==> src/rtl/cmul_pkg.sv <==
// Shared types and constants for the complex-multiply issue scheduler.
// The tag struct travels alongside each product through the shared multiplier.
package cmul_pkg;

    localparam int DW = 12;
    localparam int PW = 24;
    localparam int RW = 25;

    localparam logic [1:0] P_RR = 2'd0;
    localparam logic [1:0] P_II = 2'd1;
    localparam logic [1:0] P_RI = 2'd2;
    localparam logic [1:0] P_IR = 2'd3;

    typedef enum logic {
        IDLE  = 1'b0,
        ISSUE = 1'b1
    } state_t;

    typedef struct packed {
        logic       valid;
        logic [1:0] k;
        logic       neg;
    } tag_t;

    localparam tag_t TAG_NONE = '{valid: 1'b0, k: 2'd0, neg: 1'b0};

    // Two's-complement magnitude; the most negative value maps to 2^(DW-1) unsigned.
    function automatic logic [DW-1:0] abs_mag(input logic [DW-1:0] x);
        abs_mag = x[DW-1] ? (~x + {{(DW-1){1'b0}}, 1'b1}) : x;
    endfunction

endpackage

==> src/rtl/cmul_tag_pipe.sv <==
// Delay line that keeps each issued product's tag aligned with the multiplier
// latency, so the returning mul_c can be attributed to the right partial product.
module cmul_tag_pipe
    import cmul_pkg::*;
#(
    parameter int LAT = 2
) (
    input  logic clk,
    input  logic rst,
    input  tag_t tag_in,
    output tag_t tag_out,
    output logic any_valid
);

    tag_t stage_r [LAT];

    // Shift register of tags, cleared so in-flight products are dropped on reset.
    always_ff @(posedge clk) begin
        if (rst) begin
            for (int i = 0; i < LAT; i++) begin
                stage_r[i] <= TAG_NONE;
            end
        end else begin
            stage_r[0] <= tag_in;
            for (int i = 1; i < LAT; i++) begin
                stage_r[i] <= stage_r[i-1];
            end
        end
    end

    assign tag_out = stage_r[LAT-1];

    // Any occupied stage means products are still in flight.
    always_comb begin
        any_valid = 1'b0;
        for (int i = 0; i < LAT; i++) begin
            any_valid = any_valid | stage_r[i].valid;
        end
    end

endmodule

==> src/rtl/vedic_cmul_sched.sv <==
// Signed complex multiply built from four issues to one shared unsigned multiplier:
// magnitudes go out, signs ride the tag line, and products are recombined on return.
module vedic_cmul_sched #(
    parameter int MUL_LAT = 2,
    parameter int DW      = 12
) (
    input  logic                 clk,
    input  logic                 rst,
    input  logic                 in_valid,
    output logic                 in_ready,
    input  logic [DW-1:0]        ar,
    input  logic [DW-1:0]        ai,
    input  logic [DW-1:0]        br,
    input  logic [DW-1:0]        bi,
    output logic [DW-1:0]        mul_a,
    output logic [DW-1:0]        mul_b,
    input  logic [2*DW-1:0]      mul_c,
    output logic                 out_valid,
    output logic signed [2*DW:0] out_re,
    output logic signed [2*DW:0] out_im,
    output logic                 busy
);
    import cmul_pkg::*;

    state_t                state_r;
    state_t                state_nxt_s;
    logic [1:0]            k_r;
    logic [1:0]            k_nxt_s;
    logic [DW-1:0]         ar_r, ai_r, br_r, bi_r;
    logic                  accept_s;
    logic [DW-1:0]         x_s, y_s;
    tag_t                  tag_in_s;
    tag_t                  tag_out_s;
    logic                  tag_any_s;
    logic signed [PW-1:0]  prod_s;
    logic signed [RW-1:0]  prod_ext_s;
    logic signed [RW-1:0]  acc_re_r, acc_im_r;

    // Accepting on the last issue slot restarts immediately, giving one op per 4 cycles.
    assign in_ready = !rst && ((state_r == IDLE) || ((state_r == ISSUE) && (k_r == P_IR)));
    assign accept_s = in_valid && in_ready;

    // Issue FSM next-state and product counter.
    always_comb begin
        state_nxt_s = state_r;
        k_nxt_s     = k_r;
        if (accept_s) begin
            state_nxt_s = ISSUE;
            k_nxt_s     = P_RR;
        end else if (state_r == ISSUE) begin
            if (k_r == P_IR) begin
                state_nxt_s = IDLE;
                k_nxt_s     = P_RR;
            end else begin
                k_nxt_s     = k_r + 2'd1;
            end
        end else begin
            state_nxt_s = IDLE;
            k_nxt_s     = P_RR;
        end
    end

    // FSM state, counter and operand capture on accept.
    always_ff @(posedge clk) begin
        if (rst) begin
            state_r <= IDLE;
            k_r     <= 2'd0;
            ar_r    <= {DW{1'b0}};
            ai_r    <= {DW{1'b0}};
            br_r    <= {DW{1'b0}};
            bi_r    <= {DW{1'b0}};
        end else begin
            state_r <= state_nxt_s;
            k_r     <= k_nxt_s;
            if (accept_s) begin
                ar_r <= ar;
                ai_r <= ai;
                br_r <= br;
                bi_r <= bi;
            end
        end
    end

    // Operand pairing for the current partial product.
    always_comb begin
        x_s = {DW{1'b0}};
        y_s = {DW{1'b0}};
        case (k_r)
            P_RR:    begin x_s = ar_r; y_s = br_r; end
            P_II:    begin x_s = ai_r; y_s = bi_r; end
            P_RI:    begin x_s = ar_r; y_s = bi_r; end
            P_IR:    begin x_s = ai_r; y_s = br_r; end
            default: begin x_s = {DW{1'b0}}; y_s = {DW{1'b0}}; end
        endcase
    end

    assign mul_a    = (state_r == ISSUE) ? abs_mag(x_s) : {DW{1'b0}};
    assign mul_b    = (state_r == ISSUE) ? abs_mag(y_s) : {DW{1'b0}};
    assign tag_in_s = {(state_r == ISSUE), k_r, (x_s[DW-1] ^ y_s[DW-1])};

    cmul_tag_pipe #(
        .LAT(MUL_LAT)
    ) u_tag_pipe (
        .clk       (clk),
        .rst       (rst),
        .tag_in    (tag_in_s),
        .tag_out   (tag_out_s),
        .any_valid (tag_any_s)
    );

    // Magnitude product is at most 2^22, so negation stays inside 24 signed bits.
    assign prod_s     = tag_out_s.neg ? -$signed(mul_c) : $signed(mul_c);
    assign prod_ext_s = {prod_s[PW-1], prod_s};

    // Recombine returning products into the real and imaginary results.
    always_ff @(posedge clk) begin
        if (rst) begin
            acc_re_r  <= {RW{1'b0}};
            acc_im_r  <= {RW{1'b0}};
            out_re    <= {RW{1'b0}};
            out_im    <= {RW{1'b0}};
            out_valid <= 1'b0;
        end else begin
            out_valid <= 1'b0;
            if (tag_out_s.valid) begin
                case (tag_out_s.k)
                    P_RR: acc_re_r <= prod_ext_s;
                    P_II: acc_re_r <= acc_re_r - prod_ext_s;
                    P_RI: acc_im_r <= prod_ext_s;
                    P_IR: begin
                        out_re    <= acc_re_r;
                        out_im    <= acc_im_r + prod_ext_s;
                        out_valid <= 1'b1;
                    end
                    default: begin end
                endcase
            end
        end
    end

    assign busy = (state_r == ISSUE) || tag_any_s || out_valid;

endmodule
==> config.mk <==
export PLATFORM = sky130hd
export DESIGN_NAME = vedic_cmul_sched
export DESIGN_NICKNAME = d
export VERILOG_FILES = /design/src/rtl/cmul_pkg.sv /design/src/rtl/cmul_tag_pipe.sv /design/src/rtl/vedic_cmul_sched.sv
export SDC_FILE = /design/constraint.sdc
export NUM_CORES = 1
export LEC_CHECK = 0
export ABC_AREA = 1
export CAP_MARGIN = 10
export CORE_ASPECT_RATIO = 2
export CORE_MARGIN = 3
export CORE_UTILIZATION = 55
export CTS_BUF_LIST = sky130_fd_sc_hd__clkbuf_4 sky130_fd_sc_hd__clkbuf_8 sky130_fd_sc_hd__clkbuf_16
export CTS_CLUSTER_DIAMETER = 150
export CTS_CLUSTER_SIZE = 24
export DETAILED_ROUTE_END_ITERATION = 10
export HOLD_SLACK_MARGIN = 0.12
export PLACE_DENSITY = 0.81
export SLEW_MARGIN = 10
export SYNTH_ARGS = -nofsm -noshare
export SYNTH_HDL_FRONTEND = slang
export SYNTH_SLANG_ARGS = --single-unit
==> constraint.sdc <==
create_clock -name clk -period 3.6 [get_ports clk]
set_input_delay 0.54 -clock clk [delete_from_list [all_inputs] [get_ports clk]]
set_output_delay 0.54 -clock clk [all_outputs]
set_load 0.01 [all_outputs]
# [Word level (Yosys, flattened, before mapping)]
# Memories as Yosys holds them, arrays and structs flattened.
# Cells that the tools add are included.
[totals] ff_bits=151 ramBits=8 inputBits=75 output_inout_bits=77 wordCells=68 mem_count=1
[classes] addsub=6 n_eq_ne=6 n_mux=17 n_bitwise=8 n_reduce_logical=19
[mem_list] name="u_tag_pipe.stage_r" words=2 width=4 rd=2 rd_ports_with_merged_regs=0 wr=2 line="cmul_tag_pipe.sv:15" rtl="tag_t stage_r [LAT];"
[ops] op="25-bit one-hot mux with 2 select lines" count=1
[ops] op="12-bit two-way mux" count=4
[ops] op="12-bit one-hot mux with 2 select lines" count=2
[ops] op="24-bit by 24-bit adder with 25-bit output" count=1
[ops] op="25-bit by 24-bit subtractor with 25-bit output" count=1
[ops] op="12-bit by 1-bit adder with 12-bit output, second input constant" count=2
[ops] op="24-bit two-way mux" count=1
[ops] op="24-bit negation" count=1
[ops] op="12-bit NOT" count=2
[ops] op="2-bit OR reduction" count=5
[ops] op="2-bit == test, second input constant" count=4
[ops] op="4-bit two-way mux" count=2
[ops] op="1-bit two-way mux" count=7
[ops] op="2-bit AND reduction" count=3
[ops] op="2-bit by 1-bit == test with 1-bit output, second input constant" count=2
[ops] op="2-bit zero test" count=2
[ops] op="4-bit OR reduction" count=1
[ops] op="1-bit logical AND" count=3
[ops] op="1-bit logical OR" count=3
[ops] op="1-bit OR" count=3
[ops] op="2-bit by 1-bit adder with 2-bit output, second input constant" count=1
[ops] op="1-bit NOT" count=2
[ops] op="2-bit nonzero test" count=1
[ops] op="1-bit zero test" count=1
[ops] op="1-bit XOR" count=1

# [Logic depth before layout (Yosys ltp)]
# Gate-level depths: netlist of the first run.
[depth] ltp_word=7 mapped_depth=28 mapped_depth_nobuf=26

# [By module]
# Synthesis of the first run repeated with hierarchy kept, for this count alone.
[unflattened] cells_unflattened=1560 area_unflattened_um2=10257.3
[modules_own_cells] mod="vedic_cmul_sched" instances=1 cells_per_inst=1529 area_each_um2=9988.3 seq_area_each_um2=3022.9
[modules_own_cells] mod="cmul_tag_pipe" instances=1 cells_per_inst=31 area_each_um2=269.0 seq_area_each_um2=160.2

# [Worst setup path before layout of the first run]
# No wires, ideal clock.
[synth_path] path_type="reg2reg" start="memory u_tag_pipe.stage_r[0][4] (netlist bit)" end="register out_im[22]" setup_time_ns=0.117 arrival_time_ns=3.122 t_required_ns=3.483 setup_slack_ns=0.361 stages_incl_launch_ff=21 path_buffers=3 period_less_slack_ns=3.239 path_cell_list="dfxtp_1 -> buf_6 -> buf_4 -> buf_2 -> o21ai_0 -> inv_1 -> fa_1 -> inv_1 -> nand3_1 -> nand2_1 -> a31oi_1 -> o41ai_1 -> nand2_1 -> nand2_2 -> nand2_1 -> nand2_2 -> nand3_1 -> nand3_1 -> nand2_1 -> nor2_1 -> nor2_1"
[synth_rtl] element="start: declaration" line="cmul_tag_pipe.sv:15"
[synth_rtl] element="end signal: assignment" line="vedic_cmul_sched.sv:121" rtl="out_im <= {RW{1'b0}};"
[synth_rtl] element="end signal: assignment" line="vedic_cmul_sched.sv:132" rtl="out_im <= acc_im_r + prod_ext_s;"
[synth_rtl] element="end: declaration" line="vedic_cmul_sched.sv:20" rtl="output logic signed [2*DW:0] out_im,"

# [Worst setup path in the final report of the first run]
[layout_path] start="register k_r[1]" end="output port mul_b[9]"
[layout_between] elab_chain_len=7 word_cells_on_any_way=11 classes_between="add/sub: 1; eq/ne: 3; mux: 3; bitwise: 1; reduce/logical: 3"
[layout_rtl] element="start: declaration" line="vedic_cmul_sched.sv:27" rtl="logic [1:0] k_r;"
[layout_rtl] element="start signal: assignment" line="vedic_cmul_sched.sv:74" rtl="k_r <= k_nxt_s;"
[layout_rtl] element="2-bit == test, or another cell as far along" line="vedic_cmul_sched.sv:88" rtl="case (k_r)"
[layout_rtl] element="2-bit OR reduction (no source line)"
[layout_rtl] element="12-bit one-hot mux with 2 select lines (*)" line="vedic_cmul_sched.sv:88"
[layout_rtl] element="12-bit NOT" line="cmul_pkg.sv:29" rtl="abs_mag = x[DW-1] ? (~x + {{(DW-1){1'b0}}, 1'b1}) : x;"
[layout_rtl] element="12-bit by 1-bit adder with 12-bit output" line="cmul_pkg.sv:29"
[layout_rtl] element="12-bit two-way mux (*)" line="cmul_pkg.sv:29"
[layout_rtl] element="12-bit two-way mux (*)" line="vedic_cmul_sched.sv:98" rtl="assign mul_b = (state_r == ISSUE) ? abs_mag(y_s) : {DW{1'b0}};"
[layout_rtl] element="end: declaration" line="vedic_cmul_sched.sv:16" rtl="output logic [DW-1:0] mul_b,"
# Mark *: on every way between the ends. The rest lies on a longest branch, timed or not.

==> flow_summary.json, run 1 <==
{
  "drc_errors": 0,
  "ctsHoldBuffers": 0,
  "worst_slew_pin_slew_ns": 0.926,
  "crit_chain": "inv_1, ha_4, buf_4, o21ai_0, and2_1, nand3_1, nand2_1, o21ai_0, a21oi_1, clkdlybuf4s50_1",
  "worstSkewPairLatency_ns": 0.44,
  "drt_pre_antenna_iters": 5,
  "post-dp-hpwl_um": 25600,
  "viasPerCell": 5.45,
  "setup_ws_ns": 0.101,
  "synthCells": 1561,
  "die_x_um": 102,
  "nets": 1911,
  "syn_area_mm2": 0.0102,
  "max_stage_delay_ns": 0.56,
  "cts_htree_levels": 4,
  "slew-limit-headroom_pct": 38.2,
  "cp_num_buf_inv": 3,
  "synthArstFlopShare_pct": 0,
  "cp_max_fo": 12,
  "port_buffers": 151,
  "wl_per_cell_um": 16.7,
  "numPlacedInstances": 1987,
  "clock_path_buffers": 2,
  "worstPathArrival_ns": 2.96,
  "start_util_pct": 56.8,
  "drive_above_1_share_pct": 16.5,
  "grt_pass1_vias": 10922,
  "stdcell_count": 2025,
  "max_clock_freq_ghz": 0.286,
  "synth_nets": 1673,
  "final_cell_mix": "352 x nand2_1, 189 x inv_1, 158 x o21ai_0, 158 x dfxtp_1, 144 x clkdlybuf4s50_1",
  "layout_commonest_cell": "nand2_1",
  "grt_max_degree": 97,
  "path_clk_slew_ns": 0.07,
  "antenna_found_initial": 0,
  "grt-ovfl-total": 0,
  "route.vias.total": 11040,
  "hp-class": "flop to flop",
  "cts_buffers": 17,
  "dpl_cell_area_mm2": 0.0127,
  "peakVddDrop_uv": 387,
  "clock-root-buffer": "clkbuf_16",
  "setup_viol": 0,
  "synth_top_flop_cell": "dfxtp_1",
  "area_delta_synth_final_pct": 31.9,
  "cts.sinks": 159,
  "ios": 152,
  "drtAntennaViolNets": 0,
  "min_period_over_period_pct": 97.2,
  "gp_congestion": 0.970,
  "startpoint": "k_r[1]",
  "wl_um": 33800,
  "fin_area_mm2": 0.0135,
  "synth_edf_count": 0,
  "path_class": "flop to output pin",
  "cp_slowest_cell": "clkdlybuf4s50_1",
  "grt.total_usage_pct": 33.4,
  "cp_common_cell": "o21ai_0",
  "dieArea_mm2": 0.0203,
  "hp-start": "u_tag_pipe.stage_r[0][2]",
  "netlist-cell-type-count": 53,
  "finalCriticalPeriod_ns": 3.50,
  "ys_ff_latch": 159,
  "diodes": 0,
  "skew_ns": 0.0137,
  "drt_iter0_drc": 425,
  "status": "finished, final reports clean",
  "crit_path_start_kind": "flop",
  "powerDensity_mw_per_mm2": 352,
  "setup-tns-final_ns": 0,
  "pre_cts_ws_ns": -0.281,
  "cp.required_ns": 3.06,
  "coreArea_mm2": 0.0180,
  "cts_tree": "done",
  "p_leak_nw": 6.49,
  "grt_pass1_wl_um": 52800,
  "max_cap_viol_count": 0,
  "whs_ns": 0.404,
  "seq_area_frac_synth_pct": 31.2,
  "die_h_um": 199,
  "crit_path_end_kind": "output pin",
  "maxSlewViolCount": 0,
  "regToRegStartpoint": "u_tag_pipe.stage_r[0][4]",
  "rsz0062_at_grt": "true",
  "hold_violations": 0,
  "path_delay_family": "buffers and inverters",
  "avgSynthCellArea_um2": 6.54,
  "yosys_warnings": 0,
  "core.rowCount": 69
}
[sequential cells by signal (all words and copies together), names as in the netlist]
register / cells
out_valid: 1
u_tag_pipe.stage_r: 8
br_r: 12
acc_re_r: 25
ai_r: 12
k_r: 2
out_im: 25
bi_r: 12
acc_im_r: 24
state_r: 1
ar_r: 12
out_re: 25
[per-layer routing]
| layer | vias up | routed length (µm) | global-route usage (%) |
|---|---|---|---|
| li1 | 5566 | - | - |
| met1 | 4972 | 11900 | 33.8 |
| met2 | 377 | 17400 | 59.6 |
| met3 | 125 | 1910 | 6.35 |
| met4 | 0 | 2540 | 23.2 |
| met5 | - | 0 | 0 |
[cell usage after synthesis, types with 7 or more instances]
library cell,instances,share of area (%)
ha_1,35,4.3
xor2_1,25,2.1
o21bai_1,13,0.96
o211ai_1,14,1.0
nand2_2,51,3.1
nor2_2,14,0.86
nand3_1,94,4.6
xnor2_1,8,0.69
nand4_1,9,0.55
nand3_2,11,1.1
clkbuf_1,46,1.7
nand2_1,353,13
a31oi_1,9,0.55
inv_1,190,7.0
o21ai_1,7,0.34
nor2_1,142,5.2
a21oi_1,102,5.0
o31ai_1,25,1.8
o21ai_0,175,8.6
dfxtp_1,159,31
nor3_1,11,0.54
[worst paths after layout]
check / endpoint / slack (ns) / depth (start not counted)
hold / removal: u_tag_pipe.stage_r[0][6] / 0.40 / 2
setup / recovery: mul_b[9] / 0.10 / 10
hold reg to reg: u_tag_pipe.stage_r[0][6] / 0.40 / 2
setup reg to reg: out_im[18] / 0.49 / 17
[stage by stage]
step	power, mW	utilization [%]
CTS	4.72	74.1
floorplan	2.51	-
global placement	2.95	70.7
detailed placement	2.96	70.7
global route	4.95	75.0
finish	4.74	75.0
[report_power, final]
part	leakage (nW)	switching (mW)	internal [mW]
Clock	0.272	0.800	0.960
Combinational	4.93	0.658	0.476
Sequential	1.29	0.0335	1.81
[layout make-up]
cell class	count	area, µm²
multi-input combinational	1143	6180
fill	1431	4500
sequential	159	3180
timing repair buffer	281	2520
inverter	197	739
clock buffer	17	425
tap	213	267
clock inverter	15	136
[worst min-delay path, cell delays in order (launching register included)]
cell and delay (ns):
dfxtp_1 0.30, inv_1 0.04, nor2_1 0.03
[repair_timing]
item,CTS,global route
pin swaps,2,8
setup endpoints to repair,17,30
setup buffers,1,5
gates resized for setup,19,36
[cell families after synthesis]
family / count (synthesis) / share of synthesized area (%)
XOR/XNOR: 35 / 3.26
flip-flops: 159 / 31.2
adder cells (fa/ha/maj): 37 / 4.68
AO/OA/AOI/OAI: 364 / 19.8
buffers and inverters: 259 / 9.85
AND/OR/NAND/NOR: 707 / 31.2
Power figures use the tool's default switching activity.
==> inputs of run 2 (changes only) <==
CORE_UTILIZATION = 50   (was 55)
PLACE_DENSITY = 0.78   (was 0.81)
clock period = 2.9 ns   (was 3.6 ns; I/O delays follow)
==> run 2 against run 1 <==
  * The run now ends with setup timing left
  * First-iteration DRC count rose by 62%
  * Final cell count rose by 12%
  * Die area rose by 9.5%
  * Design area rose by 18%
  * Critical path type unchanged
  * Largest power group unchanged
  * Highest routed layer unchanged
==> flow_summary.json, run 2 (synthesis results as in run 1) <==
{
  "status": "finished with violations",
  "violations": "setup timing",
  "clock_path_buffers": 2,
  "port_buffers": 151,
  "area_delta_synth_final_pct": 55.4,
  "grt-ovfl-total": 0,
  "gp_congestion": 0.976,
  "multiInputGateArea_mm2": 0.00707,
  "setup_viol": 10,
  "clock-root-buffer": "clkbuf_16",
  "cp.required_ns": 2.47,
  "dpl_cell_area_mm2": 0.0138,
  "post-dp-hpwl_um": 27600,
  "cts.sinks": 159,
  "coreArea_mm2": 0.0200,
  "grt_pass1_vias": 12245,
  "slew-limit-headroom_pct": 52.5,
  "min_period_over_period_pct": 109,
  "drt_pre_antenna_iters": 5,
  "core.rowCount": 73,
  "cp_max_fo": 4,
  "grt_pass1_wl_um": 59200,
  "max_cap_viol_count": 0,
  "path_clk_slew_ns": 0.06,
  "cts_buffers": 17,
  "peakVddDrop_uv": 436,
  "grt_max_degree": 97,
  "crit_path_end_kind": "output pin",
  "stdcell_count": 2264,
  "start_util_pct": 51.0,
  "max_clock_freq_ghz": 0.315,
  "route.vias.total": 12327,
  "worstPathArrival_ns": 2.74,
  "wl_um": 39600,
  "p_leak_nw": 7.67,
  "diodes": 0,
  "layout_commonest_cell": "nand2_1",
  "die_x_um": 107,
  "maxSlewViolCount": 0,
  "die_h_um": 208,
  "dieArea_mm2": 0.0223,
  "ctsHoldBuffers": 0,
  "setup-tns-final_ns": -1.32,
  "drt_iter0_drc": 689,
  "path_class": "flop to output pin",
  "fin_area_mm2": 0.0159,
  "final_cell_mix": "316 x nand2_1, 297 x buf_4, 178 x inv_1",
  "crit_path_start_kind": "flop",
  "cts_tree": "done",
  "finalCriticalPeriod_ns": 3.18,
  "ios": 152,
  "nFillCells": 1382,
  "hold_violations": 0,
  "powerDensity_mw_per_mm2": 417,
  "skew_ns": 0.0105,
  "numPlacedInstances": 2180,
  "setup_ws_ns": -0.275,
  "nets": 2102,
  "worst_slew_pin_slew_ns": 0.711,
  "reg_top3": "acc_re_r x25, out_im x25, out_re x25",
  "utilization_pct": 79.3,
  "worstSkewPairLatency_ns": 0.44,
  "regArea_mm2": 0.00319,
  "wl_per_cell_um": 17.5,
  "cts_htree_levels": 4,
  "viasPerCell": 5.44,
  "grt.total_usage_pct": 33.6,
  "drive_above_1_share_pct": 32.5,
  "drtAntennaViolNets": 0,
  "rsz0062_at_grt": "true",
  "drc_errors": 0,
  "antenna_found_initial": 0,
  "hp-class": "input port to flop"
}
[run 2: cell count changes in the layout (fill, tap and decap cells not counted), sizes merged, moves of 3 or more]
cell and delta:
clkinv -6, buf +208, inv -3, clkbuf +14, clkdlybuf4s50 -31, dlygate4sd2 +4
[run 2: through the flow]
stage | total power [mW] | setup WS, ns | hold WS, ns
3_5_place_dp | 3.91 | -0.812 | 0.396
2_1_floorplan | 3.12 | -0.0213 | 0.388
3_3_place_gp | 3.89 | -0.766 | 0.394
4_1_cts | 6.29 | -0.148 | 0.359
5_1_grt | 6.88 | -0.373 | 0.361
6_report | 6.61 | -0.275 | 0.383
[run 2: worst max-delay path, cell delays in order (launching register included)]
cell     delay, ns
dfxtp_2       0.34
inv_2         0.07
ha_4          0.14
nor2_4        0.03
buf_6         0.12
buf_12        0.13
o21ai_4       0.24
ha_4          0.20
nand3_4       0.08
nor2_1        0.10
nand2_1       0.10
nor2_2        0.13
nand2_1       0.06
nand2_1       0.08
o21ai_1       0.07
a21oi_1       0.22
buf_2         0.18
[run 2: layout make-up]
class / count / area share (%)
repair buffers: 472 / 24.9
multi-input cells: 1143 / 44.5
clock inverters: 9 / 0.686
flip-flops and latches: 159 / 20.1
inverters: 197 / 4.70
clock buffers: 22 / 3.04
well taps: 262 / 2.07
[run 2: report_power, final]
part | switching [mW] | total, mW | internal [mW]
Sequential | 0.0517 | 2.30 | 2.25
Clock | 0.945 | 2.29 | 1.35
Combinational | 1.06 | 2.01 | 0.951
[run 2: metal layers]
metal	part of all wire [%]	vias up	GRT usage (%)
li1	-	5944	-
met1	34	5740	33.0
met2	53	469	62.8
met3	4.8	174	5.46
met4	7.9	0	21.6
met5	0	-	0
[run 2: path summary, 6_finish.rpt]
path,to,slack (ns),from,depth (start not counted)
setup / recovery,mul_a[8],-0.28,k_r[1],16
hold / removal,u_tag_pipe.stage_r[0][4],0.38,rst,2
hold reg to reg,u_tag_pipe.stage_r[0][6],0.41,u_tag_pipe.stage_r[0][2],2
setup reg to reg,out_im[16],0.10,u_tag_pipe.stage_r[0][4],13
[run 2: timing repair]
item | CTS | global route
setup buffers | 19 | 38
gates resized for setup | 171 | 224
hold endpoints to repair | 0 | 0
setup endpoints to repair | 55 | 50
pin swaps | 22 | 68
